==> config.mk <==
export PLATFORM = sky130hd
export DESIGN_NAME = sound_generator
export DESIGN_NICKNAME = d
export VERILOG_FILES = /design/src/rtl/game_pkg.sv /design/src/rtl/square_wave.sv /design/src/rtl/sound_generator.sv
export SDC_FILE = /design/constraint.sdc
export NUM_CORES = 1
export LEC_CHECK = 0
export BUFFER_PORTS_ARGS = -buffer_cell sky130_fd_sc_hd__buf_2
export CELL_PAD_IN_SITES_DETAIL_PLACEMENT = 1
export CELL_PAD_IN_SITES_GLOBAL_PLACEMENT = 2
export CORE_MARGIN = 2
export CORE_UTILIZATION = 34
export CTS_CLUSTER_DIAMETER = 30
export CTS_CLUSTER_SIZE = 8
export DETAILED_ROUTE_END_ITERATION = 10
export PLACE_DENSITY = 0.81
export SLEW_MARGIN = 20
export SYNTH_ARGS = -nofsm -noshare
export SYNTH_HDL_FRONTEND = slang
export SYNTH_SLANG_ARGS = --single-unit
==> constraint.sdc <==
create_clock -name clk -period 2.7 [get_ports clk]
set_clock_uncertainty 0.2 [all_clocks]
set_input_delay 0.27 -clock clk [delete_from_list [all_inputs] [get_ports clk]]
set_output_delay 0.27 -clock clk [all_outputs]
set_load 0.05 [all_outputs]
==> src/rtl/game_pkg.sv <==
// Shared definitions for the game sound path: FSM states, tone codes and
// the victory melody half-period table.
package game_pkg;

    typedef enum logic [1:0] {
        IDLE   = 2'd0,
        TONE   = 2'd1,
        MELODY = 2'd2
    } state_t;

    // Codes double as priority levels: a larger code wins.
    typedef enum logic [2:0] {
        TONE_NONE = 3'd0,
        TONE_WALL = 3'd1,
        TONE_HIT  = 3'd2,
        TONE_GOAL = 3'd3,
        TONE_WIN  = 3'd4
    } tone_t;

    localparam int unsigned MEL_MAX = 47800;

    function automatic logic [15:0] melody_half(input logic [1:0] idx);
        case (idx)
            2'd0:    return 16'd47800;
            2'd1:    return 16'd37900;
            2'd2:    return 16'd31900;
            default: return 16'd23900;
        endcase
    endfunction

    function automatic int unsigned max2(input int unsigned a, input int unsigned b);
        return (a > b) ? a : b;
    endfunction

endpackage

==> src/rtl/square_wave.sv <==
// Half-period counter and toggle flop; restart clears both so every tone
// or note begins low with a full half-period before the first edge.
module square_wave #(
    parameter int unsigned W = 16
) (
    input  logic         clk,
    input  logic         rst,
    input  logic         restart,
    input  logic [W-1:0] half,
    output logic         wave
);

    logic [W-1:0] cnt;

    always_ff @(posedge clk) begin
        if (rst || restart) begin
            cnt  <= '0;
            wave <= 1'b0;
        end else if (cnt == half - 1'b1) begin
            cnt  <= '0;
            wave <= ~wave;
        end else begin
            cnt <= cnt + 1'b1;
        end
    end

endmodule

==> src/rtl/sound_generator.sv <==
// Game sound sequencer: prioritised event tones plus a four-note win melody,
// square-wave speaker output with an output-only mute.
module sound_generator
    import game_pkg::*;
#(
    parameter int unsigned HIT_HALF  = 25000,
    parameter int unsigned WALL_HALF = 50000,
    parameter int unsigned GOAL_HALF = 100000,
    parameter int unsigned HIT_LEN   = 2500000,
    parameter int unsigned WALL_LEN  = 1250000,
    parameter int unsigned GOAL_LEN  = 7500000,
    parameter int unsigned NOTE_LEN  = 5000000
) (
    input  logic       clk,
    input  logic       rst,
    input  logic       hit,
    input  logic       wall,
    input  logic       goal,
    input  logic       p1_win,
    input  logic       p2_win,
    input  logic       mute,
    output logic       spk,
    output logic       busy,
    output logic [2:0] tone_id
);

    localparam int unsigned MAXP = max2(
        max2(max2(HIT_HALF, WALL_HALF), max2(GOAL_HALF, MEL_MAX)),
        max2(max2(HIT_LEN, WALL_LEN), max2(GOAL_LEN, NOTE_LEN)));
    localparam int unsigned W = $clog2(MAXP + 1);

    localparam logic [W-1:0] HIT_H  = W'(HIT_HALF);
    localparam logic [W-1:0] WALL_H = W'(WALL_HALF);
    localparam logic [W-1:0] GOAL_H = W'(GOAL_HALF);
    localparam logic [W-1:0] HIT_L  = W'(HIT_LEN);
    localparam logic [W-1:0] WALL_L = W'(WALL_LEN);
    localparam logic [W-1:0] GOAL_L = W'(GOAL_LEN);
    localparam logic [W-1:0] NOTE_L = W'(NOTE_LEN);

    state_t       state, state_n;
    tone_t        tone_q, tone_n, ev;
    logic [W-1:0] dur, dur_n;
    logic [1:0]   note, note_n;
    logic         win_q, win_rise, accept, restart, wave;
    logic [W-1:0] cur_half, cur_len;

    assign win_rise = (p1_win | p2_win) & ~win_q;

    always_comb begin
        if (win_rise)  ev = TONE_WIN;
        else if (goal) ev = TONE_GOAL;
        else if (hit)  ev = TONE_HIT;
        else if (wall) ev = TONE_WALL;
        else           ev = TONE_NONE;
    end

    // Equal priority restarts the current tone; idle tone_q is NONE so any event wins.
    assign accept = (ev != TONE_NONE) && (ev >= tone_q);

    always_comb begin
        case (tone_q)
            TONE_WALL: begin cur_half = WALL_H; cur_len = WALL_L; end
            TONE_HIT:  begin cur_half = HIT_H;  cur_len = HIT_L;  end
            TONE_GOAL: begin cur_half = GOAL_H; cur_len = GOAL_L; end
            default:   begin cur_half = W'(melody_half(note)); cur_len = NOTE_L; end
        endcase
    end

    always_comb begin
        state_n = state;
        tone_n  = tone_q;
        dur_n   = dur + 1'b1;
        note_n  = note;
        restart = 1'b0;
        case (state)
            TONE: begin
                if (dur == cur_len - 1'b1) begin
                    state_n = IDLE;
                    tone_n  = TONE_NONE;
                    dur_n   = '0;
                    restart = 1'b1;
                end
            end
            MELODY: begin
                if (dur == cur_len - 1'b1) begin
                    dur_n   = '0;
                    restart = 1'b1;
                    if (note == 2'd3) begin
                        state_n = IDLE;
                        tone_n  = TONE_NONE;
                        note_n  = 2'd0;
                    end else begin
                        note_n = note + 1'b1;
                    end
                end
            end
            default: begin
                dur_n   = '0;
                restart = 1'b1;
            end
        endcase
        if (accept) begin
            state_n = (ev == TONE_WIN) ? MELODY : TONE;
            tone_n  = ev;
            dur_n   = '0;
            note_n  = 2'd0;
            restart = 1'b1;
        end
    end

    always_ff @(posedge clk) begin
        if (rst) begin
            state  <= IDLE;
            tone_q <= TONE_NONE;
            dur    <= '0;
            note   <= 2'd0;
            win_q  <= 1'b0;
        end else begin
            state  <= state_n;
            tone_q <= tone_n;
            dur    <= dur_n;
            note   <= note_n;
            win_q  <= p1_win | p2_win;
        end
    end

    square_wave #(.W(W)) u_wave (
        .clk     (clk),
        .rst     (rst),
        .restart (restart),
        .half    (cur_half),
        .wave    (wave)
    );

    assign spk     = wave & ~mute;
    assign busy    = (state != IDLE);
    assign tone_id = tone_q;

endmodule

==> results of run 1 <==
## worst max-delay path: stages (launching register included)
cell	delay, ns
dfxtp_4	0.36
nor2b_4	0.14
nand2_2	0.08
ha_4	0.17
buf_4	0.14
or3b_4	0.41
a221oi_4	0.27
nand4_1	0.16
o21ai_2	0.11
o2111ai_4	0.16
o21bai_4	0.27
clkbuf_16	0.21
nor2_1	0.04
## repair_timing
item,CTS,global route
setup buffers,6,3
gates resized for setup,12,35
gates cloned,1,1
setup endpoints to repair,24,53
hold buffers,2,0
endpoints found under the hold margin,1,0
pin swaps,4,13
## area by class of cell
cell class                 instances  area share
multi-input combinational        318       0.563
sequential                        54       0.266
timing repair buffer              48      0.0944
tap                              133      0.0406
clock buffer                       5      0.0168
inverter                          16      0.0147
clock inverter                     3     0.00458
## per-layer routing
metal	share of wire	GRT usage	up-vias
met1	0.45	0.216	1433
met3	0.012	0.0264	10
li1	-	-	1464
met2	0.53	0.314	13
met4	0.010	0.0364	0
met5	0	0	-
## cell usage after synthesis (all sizes together) (5+ instances only)
library cell,n,share of area
nand3,18,0.027
nand2,27,0.031
nor2,68,0.077
buf,11,0.022
nor4,5,0.013
xnor2,21,0.055
and4,5,0.013
o21ai,19,0.031
or3,10,0.019
nand4,11,0.021
inv,16,0.018
nor2b,10,0.019
dfxtp,54,0.33
xor2,32,0.085
nor3,13,0.020
clkbuf,5,0.0057
ha,16,0.060
nor3b,5,0.014
a21oi,10,0.015
## flip-flops by register name, summed over array words and instances (netlist names)
signal,cells
state,2
tone_id,2
dur,23
u_wave.wave,1
note,2
u_wave.cnt,23
win_q,1
## power by group
group / switching [mW] / total, mW / internal (mW) / leakage (nW)
sequential: 0.0137 / 0.824 / 0.810 / 0.438
combinational: 0.305 / 0.549 / 0.244 / 0.936
clock: 0.278 / 0.462 / 0.183 / 0.0483
total: 0.597 / 1.83 / 1.24 / 1.42
## cell families after synthesis
group                      synth area share
and+or+nand+nor                       0.290
AOI/OAI and AO/OA                     0.125
DFF                                   0.326
xor gates and xnor gates              0.140
buffers and inverters                0.0460
adders and majority gates            0.0604
muxes                                0.0128
## worst max-delay path by stage
stage	from	to	depth (start not counted)
after global placement	state[1]	u_wave.wave	10
final	tone_id[0]	u_wave.cnt[20]	12
after CTS	tone_id[0]	u_wave.cnt[16]	13
after global routing	tone_id[0]	u_wave.cnt[12]	13
after floorplan	tone_id[0]	u_wave.wave	12
after detailed placement	state[1]	u_wave.wave	10
## cells in the final DEF (no fill, tap or decap), types with 4 or more instances in the layout
cell,count
nand3_1,17
nand4_1,11
nor2_1,58
inv_1,16
nor3_1,11
buf_2,12
o21ai_0,16
ha_1,15
buf_4,26
nor2b_1,7
xor2_1,32
nand2_1,26
dfxtp_1,51
and4_1,5
and3_1,4
buf_6,5
or3_1,9
clkbuf_8,5
nor2_4,4
nor2_2,6
a21oi_1,8
xnor2_1,20
## through the flow
stage,setup TNS (ns),instance area (um2),std cells,worst slack [ns]
final,-2.35,4090,577,-0.118
after global routing,-6.32,4090,577,-0.228
after CTS,-2.28,3930,575,-0.119
after detailed placement,-3.26,3690,558,-0.191
after global placement,-2.11,3690,558,-0.144
after floorplan,-1.33,3390,404,-0.0809
==> results.toml, run 1 <==
[status]
run_status = "finished with violations"
violations = "setup timing"

[hold_path]
hold_path.class = "in -> reg"
min-delay-start = "goal"
hold_path_depth = 3
min_to = "tone_id[0]"

[critical_path]
critical_path_class = "reg -> reg"
reg2reg_from = "tone_id[0]"
critPathCaptureType = "flip-flop"
r2r_slack_ns = -0.12
r2r_end = "u_wave.cnt[20]"
crit_fanout = 6
crit_required_ns = 2.71
reg2reg_depth = 12
start_kind = "flip-flop"
cp.arrival_ns = 2.83

[power]
total_power_mw = 1.83
leakage_nw = 1.42
powerDensity_nw_per_um2 = 448
vdd_ir_drop_max_mv = 0.204

[die]
die_y_um = 103
core-area_um2 = 9640
row_count = 36
die_area_um2 = 10600
initial_core_util = 0.344
die_x_um = 103
io_pins = 13

[layout]
multi_input_area_um2 = 2300
layout-drive-gt1-share = 0.227
seq_area_um2 = 1090
area_growth_syn_to_layout_pct = 23.5
fillCellCount = 1175
n_antenna_cell = 0
fin_nets = 467
fin_util = 0.425

[detailed_routing]
viasPerCell = 5.06
routedWlPerCell_um = 15.2
wl_um = 8760
drt_pre_antenna_iters = 4
vias = 2920
ant_nets = 0
drc = 0
drtIter0Drc = 46

[sta]
timing.fmax_mhz = 355
hold_viol_final = 0
setup_viol = 24
rsz0062_at_grt = "yes"
worstMarginPinSlew_ns = 0.576
slew_headroom = 0.613
period_needed_ns = 2.82
maxSlewViolCount = 0
timing.final.crit_share = 1.04
setup_slack_ns = -0.118
hold_ws_ns = 0.163

[yosys]
synth_nets = 428
synth_ff_type = "dfxtp_1"
netlist_instances = 404
ys_seq_area_frac = 0.326
synth_async_sr_flop_share = 0
syn_area_um2 = 3320
synth-edff-count = 0
synthDistinctLibCells = 54
synth_area_per_cell_um2 = 8.21
ys_ff_latch = 54
yosysWarningCount = 0

[clock_network]
clock-sinks = 54
path_clk_slew_ns = 0.10
htreeDepth = 2
clk_latency_ns = 0.32
cts_buffers = 5
cts_tree = "yes"
clockBufferDepth = 2
cts_root_buf = "clkbuf_8"

[placed_design]
hpwlAfterDp_um = 6540
gp_congestion = 0.849
portBuffers = 12

[global_route]
grt_max_degree = 25
grt_first_pass_wirelength_um = 14300
grt_pass1_vias = 2991
grtUsageTotal = 0.173
grt_overflow_total = 0
antenna_found_initial = 0

[job]
maxCapViolations = 0
Power figures use the tool's default switching activity.
==> run 2, diff against run 1 <==
- CELL_PAD_IN_SITES_GLOBAL_PLACEMENT: 2 -> 1
- CORE_UTILIZATION: 34 -> 40
- PLACE_DENSITY: 0.81 -> 0.78
==> results.toml, run 2 (same netlist as run 1, synthesis figures left out) <==
[die]
die_y_um = 95.0
io_pins = 13
die_x_um = 95.0
row_count = 33
initial_core_util = 0.408
core-area_um2 = 8130
die_area_um2 = 9030

[clock_network]
cts_tree = "yes"
cts_root_buf = "clkbuf_8"
clockBufferDepth = 2
path_clk_slew_ns = 0.11
cts_buffers = 5
clock-sinks = 54
htreeDepth = 2
clk_latency_ns = 0.32

[status]
run_status = "finished with violations"
violations = "setup timing"

[global_route]
grtUsageTotal = 0.199
grt_overflow_total = 0
grt_max_degree = 25
antenna_found_initial = 0
grt_pass1_vias = 2977
grt_first_pass_wirelength_um = 14100

[detailed_routing]
ant_nets = 0
vias = 2940
drtIter0Drc = 101
drc = 0
wl_um = 8800
routedWlPerCell_um = 16.1
drt_pre_antenna_iters = 4
viasPerCell = 5.38

[placed_design]
gp_congestion = 0.871
portBuffers = 12
hpwlAfterDp_um = 6470

[layout]
area_growth_syn_to_layout_pct = 19.4
n_antenna_cell = 0
fin_nets = 464
top_regs = "dur: 23 flops, u_wave.cnt: 23 flops"
layout_commonest_cell = "nor2_1"
layout-drive-gt1-share = 0.206
fillCellCount = 990
seq_area_um2 = 1090
layout_common_cells = "63 x nor2_1, 51 x dfxtp_1, 32 x xor2_1"
multi_input_area_um2 = 2220

[critical_path]
critical_path_class = "reg -> reg"
r2r_end = "u_wave.cnt[4]"
crit_required_ns = 2.72
cp.arrival_ns = 2.83
start_kind = "flip-flop"
reg2reg_depth = 11
critPathCaptureType = "flip-flop"
reg2reg_from = "tone_id[0]"
r2r_slack_ns = -0.11
crit_fanout = 6

[power]
powerDensity_nw_per_um2 = 464
leakage_nw = 1.38
vdd_ir_drop_max_mv = 0.218
total_power_mw = 1.84

[sta]
timing.final.crit_share = 1.04
final.setup.tns_ns = -3.24
worstMarginPinSlew_ns = 0.509
slew_headroom = 0.658
period_needed_ns = 2.81
hold_viol_final = 0
setup_viol = 47
maxSlewViolCount = 0
setup_slack_ns = -0.114
timing.fmax_mhz = 355
rsz0062_at_grt = "yes"

[hold_path]
min_to = "tone_id[0]"
min-delay-start = "goal"
hold_path.class = "in -> reg"
hold_path_depth = 3

[job]
maxCapViolations = 0
[run 2: cell types whose count changed in the layout (fill, tap and decap cells not counted), sizes merged]
| cell | delta |
|---|---|
| inv | -1 |
| clkinv | -1 |
| buf | -3 |
| clkinvlp | +2 |
[run 2: worst max-delay path: stages (launching register included)]
cell and delay (ns):
dfxtp_4 0.36, nor2b_4 0.14, nand2_2 0.09, ha_4 0.20, buf_6 0.13, or4_1 0.52
o311a_1 0.15, nor4_2 0.29, a211o_1 0.21, o21bai_4 0.17, clkbuf_16 0.20, nor2_1 0.05
[run 2: metrics by stage]
stage,hold WS [ns],setup WS (ns),instances,instance area [um2],util
CTS,0.0974,0.00316,539,3790,0.466
floorplan,0.142,-0.0809,404,3390,-
detailed placement,0.235,-0.0896,528,3640,0.448
global placement,0.220,-0.0369,528,3640,0.448
global route,0.158,-0.181,546,3960,0.487
finish,0.0930,-0.114,546,3960,0.487
[run 2: worst max path at each step]
stage                          start             end  cells past startpoint
after floorplan           tone_id[0]     u_wave.wave                     12
after global placement      state[1]     u_wave.wave                     10
after detailed placement    state[1]     u_wave.wave                     10
after CTS                 tone_id[0]     u_wave.wave                     11
after global routing      tone_id[0]  u_wave.cnt[15]                     11
final                     tone_id[0]   u_wave.cnt[4]                     11
[run 2: layout make-up]
cell class                 instances  share of cell area
timing repair buffer              45              0.0904
clock inverter                     3             0.00632
tap                              105              0.0332
sequential                        54               0.276
inverter                          16              0.0161
multi-input combinational        318               0.561
clock buffer                       5              0.0174
[run 2: timing repair]
item,4_1_cts,5_1_grt
gates resized for setup,7,24
setup buffers,1,5
hold buffers,2,0
pin swaps,3,9
cloned,0,2
endpoints found under the hold margin,1,0
setup endpoints to repair,24,53
[run 2: routing by layer]
metal	vias to the layer above	wire, um	part of all wire	GRT usage
met1	1447	3980	0.45	0.238
met4	0	125	0.014	0.0556
met5	-	0	0	0
met2	22	4570	0.52	0.369
li1	1459	-	-	-
met3	12	127	0.014	0.0277
[run 2: report_power, final]
| group | total, mW | switching, mW | internal, mW | leakage (nW) |
|---|---|---|---|---|
| Sequential | 0.824 | 0.0136 | 0.810 | 0.438 |
| Clock | 0.483 | 0.295 | 0.188 | 0.0447 |
| Combinational | 0.531 | 0.303 | 0.228 | 0.895 |
| Total | 1.84 | 0.612 | 1.23 | 1.38 |
==> run 3, diff against run 2 <==
- CORE_UTILIZATION: 40 -> 35
- MAX_ROUTING_LAYER: unset -> met4
- PLACE_DENSITY: 0.78 -> 0.71
==> results.toml, run 3 (same netlist as run 1, synthesis figures left out) <==
[global_route]
grt_max_degree = 25
grt_first_pass_wirelength_um = 14900
grt_overflow_total = 0
antenna_found_initial = 0
grtUsageTotal = 0.188
grt_pass1_vias = 3103

[detailed_routing]
drt_pre_antenna_iters = 4
wl_um = 9030
routedWlPerCell_um = 16.4
drtIter0Drc = 55
ant_nets = 0
vias = 2894
viasPerCell = 5.25
drc = 0

[sta]
worstMarginPinSlew_ns = 0.518
period_needed_ns = 2.78
timing.final.crit_share = 1.03
timing.fmax_mhz = 359
setup_viol = 24
hold_viol_final = 0
slew_headroom = 0.652
maxSlewViolCount = 0
setup_slack_ns = -0.0829
rsz0062_at_grt = "yes"

[clock_network]
cts_root_buf = "clkbuf_8"
path_clk_slew_ns = 0.11
cts_tree = "yes"
htreeDepth = 2
clock-sinks = 54
clockBufferDepth = 2
cts_buffers = 5
clk_latency_ns = 0.32

[die]
core-area_um2 = 9200
initial_core_util = 0.361
die_y_um = 101
row_count = 35
die_x_um = 101
die_area_um2 = 10300
io_pins = 13

[placed_design]
dp_cells = 536
portBuffers = 12
hpwlAfterDp_um = 6670
gp_congestion = 0.817
placed_cell_area_um2 = 3660
dp_slack_ns = -0.176

[critical_path]
crit_fanout = 9
r2r_end = "u_wave.wave"
cp.arrival_ns = 2.83
reg2reg_from = "tone_id[0]"
crit_required_ns = 2.75
start_kind = "flip-flop"
critPathCaptureType = "flip-flop"
critical_path_class = "reg -> reg"
reg2reg_depth = 10
r2r_slack_ns = -0.08

[layout]
fillCellCount = 1107
n_antenna_cell = 0
fin_nets = 463
fin_cells = 551
area_growth_syn_to_layout_pct = 19.9
fin_util = 0.432
layout_commonest_cell = "nor2_1"
fin_area_um2 = 3980
top_regs = "dur: 23 flops, u_wave.cnt: 23 flops"
layout_common_cells = "68 x nor2_1, 51 x dfxtp_1, 32 x xor2_1"
layout-drive-gt1-share = 0.193

[status]
run_status = "finished with violations"
violations = "setup timing"

[power]
powerDensity_nw_per_um2 = 489
vdd_ir_drop_max_mv = 0.199
leakage_nw = 1.39

[hold_path]
min_to = "tone_id[0]"
hold_path.class = "in -> reg"
hold_path_depth = 3
min-delay-start = "goal"

[job]
maxCapViolations = 0
## run 3: power by group
group | internal [mW] | leakage (nW) | total [mW] | switching [mW]
combinational | 0.234 | 0.891 | 0.538 | 0.304
sequential | 0.810 | 0.438 | 0.823 | 0.0130
clock | 0.282 | 0.0587 | 0.581 | 0.299
## run 3: what timing repair did
action / in CTS / in global routing
setup endpoints to repair: 24 / 53
resized for setup: 10 / 13
pin swaps: 5 / 3
endpoints found under the hold margin: 1 / 0
hold buffers: 2 / 0
setup buffers: 3 / 1
cloned: 0 / 1
## run 3: worst max-delay path: stages, from the launching register on
cell	delay, ns
dfxtp_4	0.36
nor2b_4	0.15
nand2_2	0.09
ha_4	0.21
or3b_4	0.42
a221oi_4	0.33
nand4_1	0.21
o21ai_2	0.13
o2111ai_4	0.15
or3_1	0.34
a21oi_1	0.13
## run 3: layout make-up
| cell class | count | area, um2 | share of cell area |
|---|---|---|---|
| clock inverters | 3 | 47.5 | 0.0120 |
| clock buffers | 5 | 68.8 | 0.0173 |
| repair buffers | 44 | 355 | 0.0894 |
| inverters | 16 | 63.8 | 0.0161 |
| flip-flops and latches | 54 | 1090 | 0.274 |
| well taps | 111 | 139 | 0.0349 |
| multi-input cells | 318 | 2210 | 0.556 |
## run 3: worst max-delay path by stage
stage,start,to,slack (ns),cells past startpoint
4_1_cts,tone_id[0],dur[22],-0.005,10
6_report,tone_id[0],u_wave.wave,-0.08,10
2_1_floorplan,tone_id[0],u_wave.wave,-0.08,12
3_3_place_gp,state[1],u_wave.wave,-0.08,10
3_5_place_dp,state[1],u_wave.wave,-0.18,9
5_1_grt,tone_id[0],u_wave.wave,-0.17,10
## run 3: metal layers
metal,up-vias,GRT usage,share of wire
met2,27,0.337,0.53
met4,0,0.0468,0.020
met1,1385,0.218,0.43
met3,22,0.0317,0.019
met5,-,-,0
li1,1460,-,-
## run 3: through the flow
stage / TNS [ns] / hold WS, ns / power [mW]
global placement: -1.22 / 0.222 / 1.29
finish: -1.47 / 0.121 / 1.94
detailed placement: -2.93 / 0.248 / 1.31
global route: -4.19 / 0.141 / 2.04
floorplan: -1.33 / 0.142 / 1.18
CTS: -0.00894 / 0.115 / 1.93
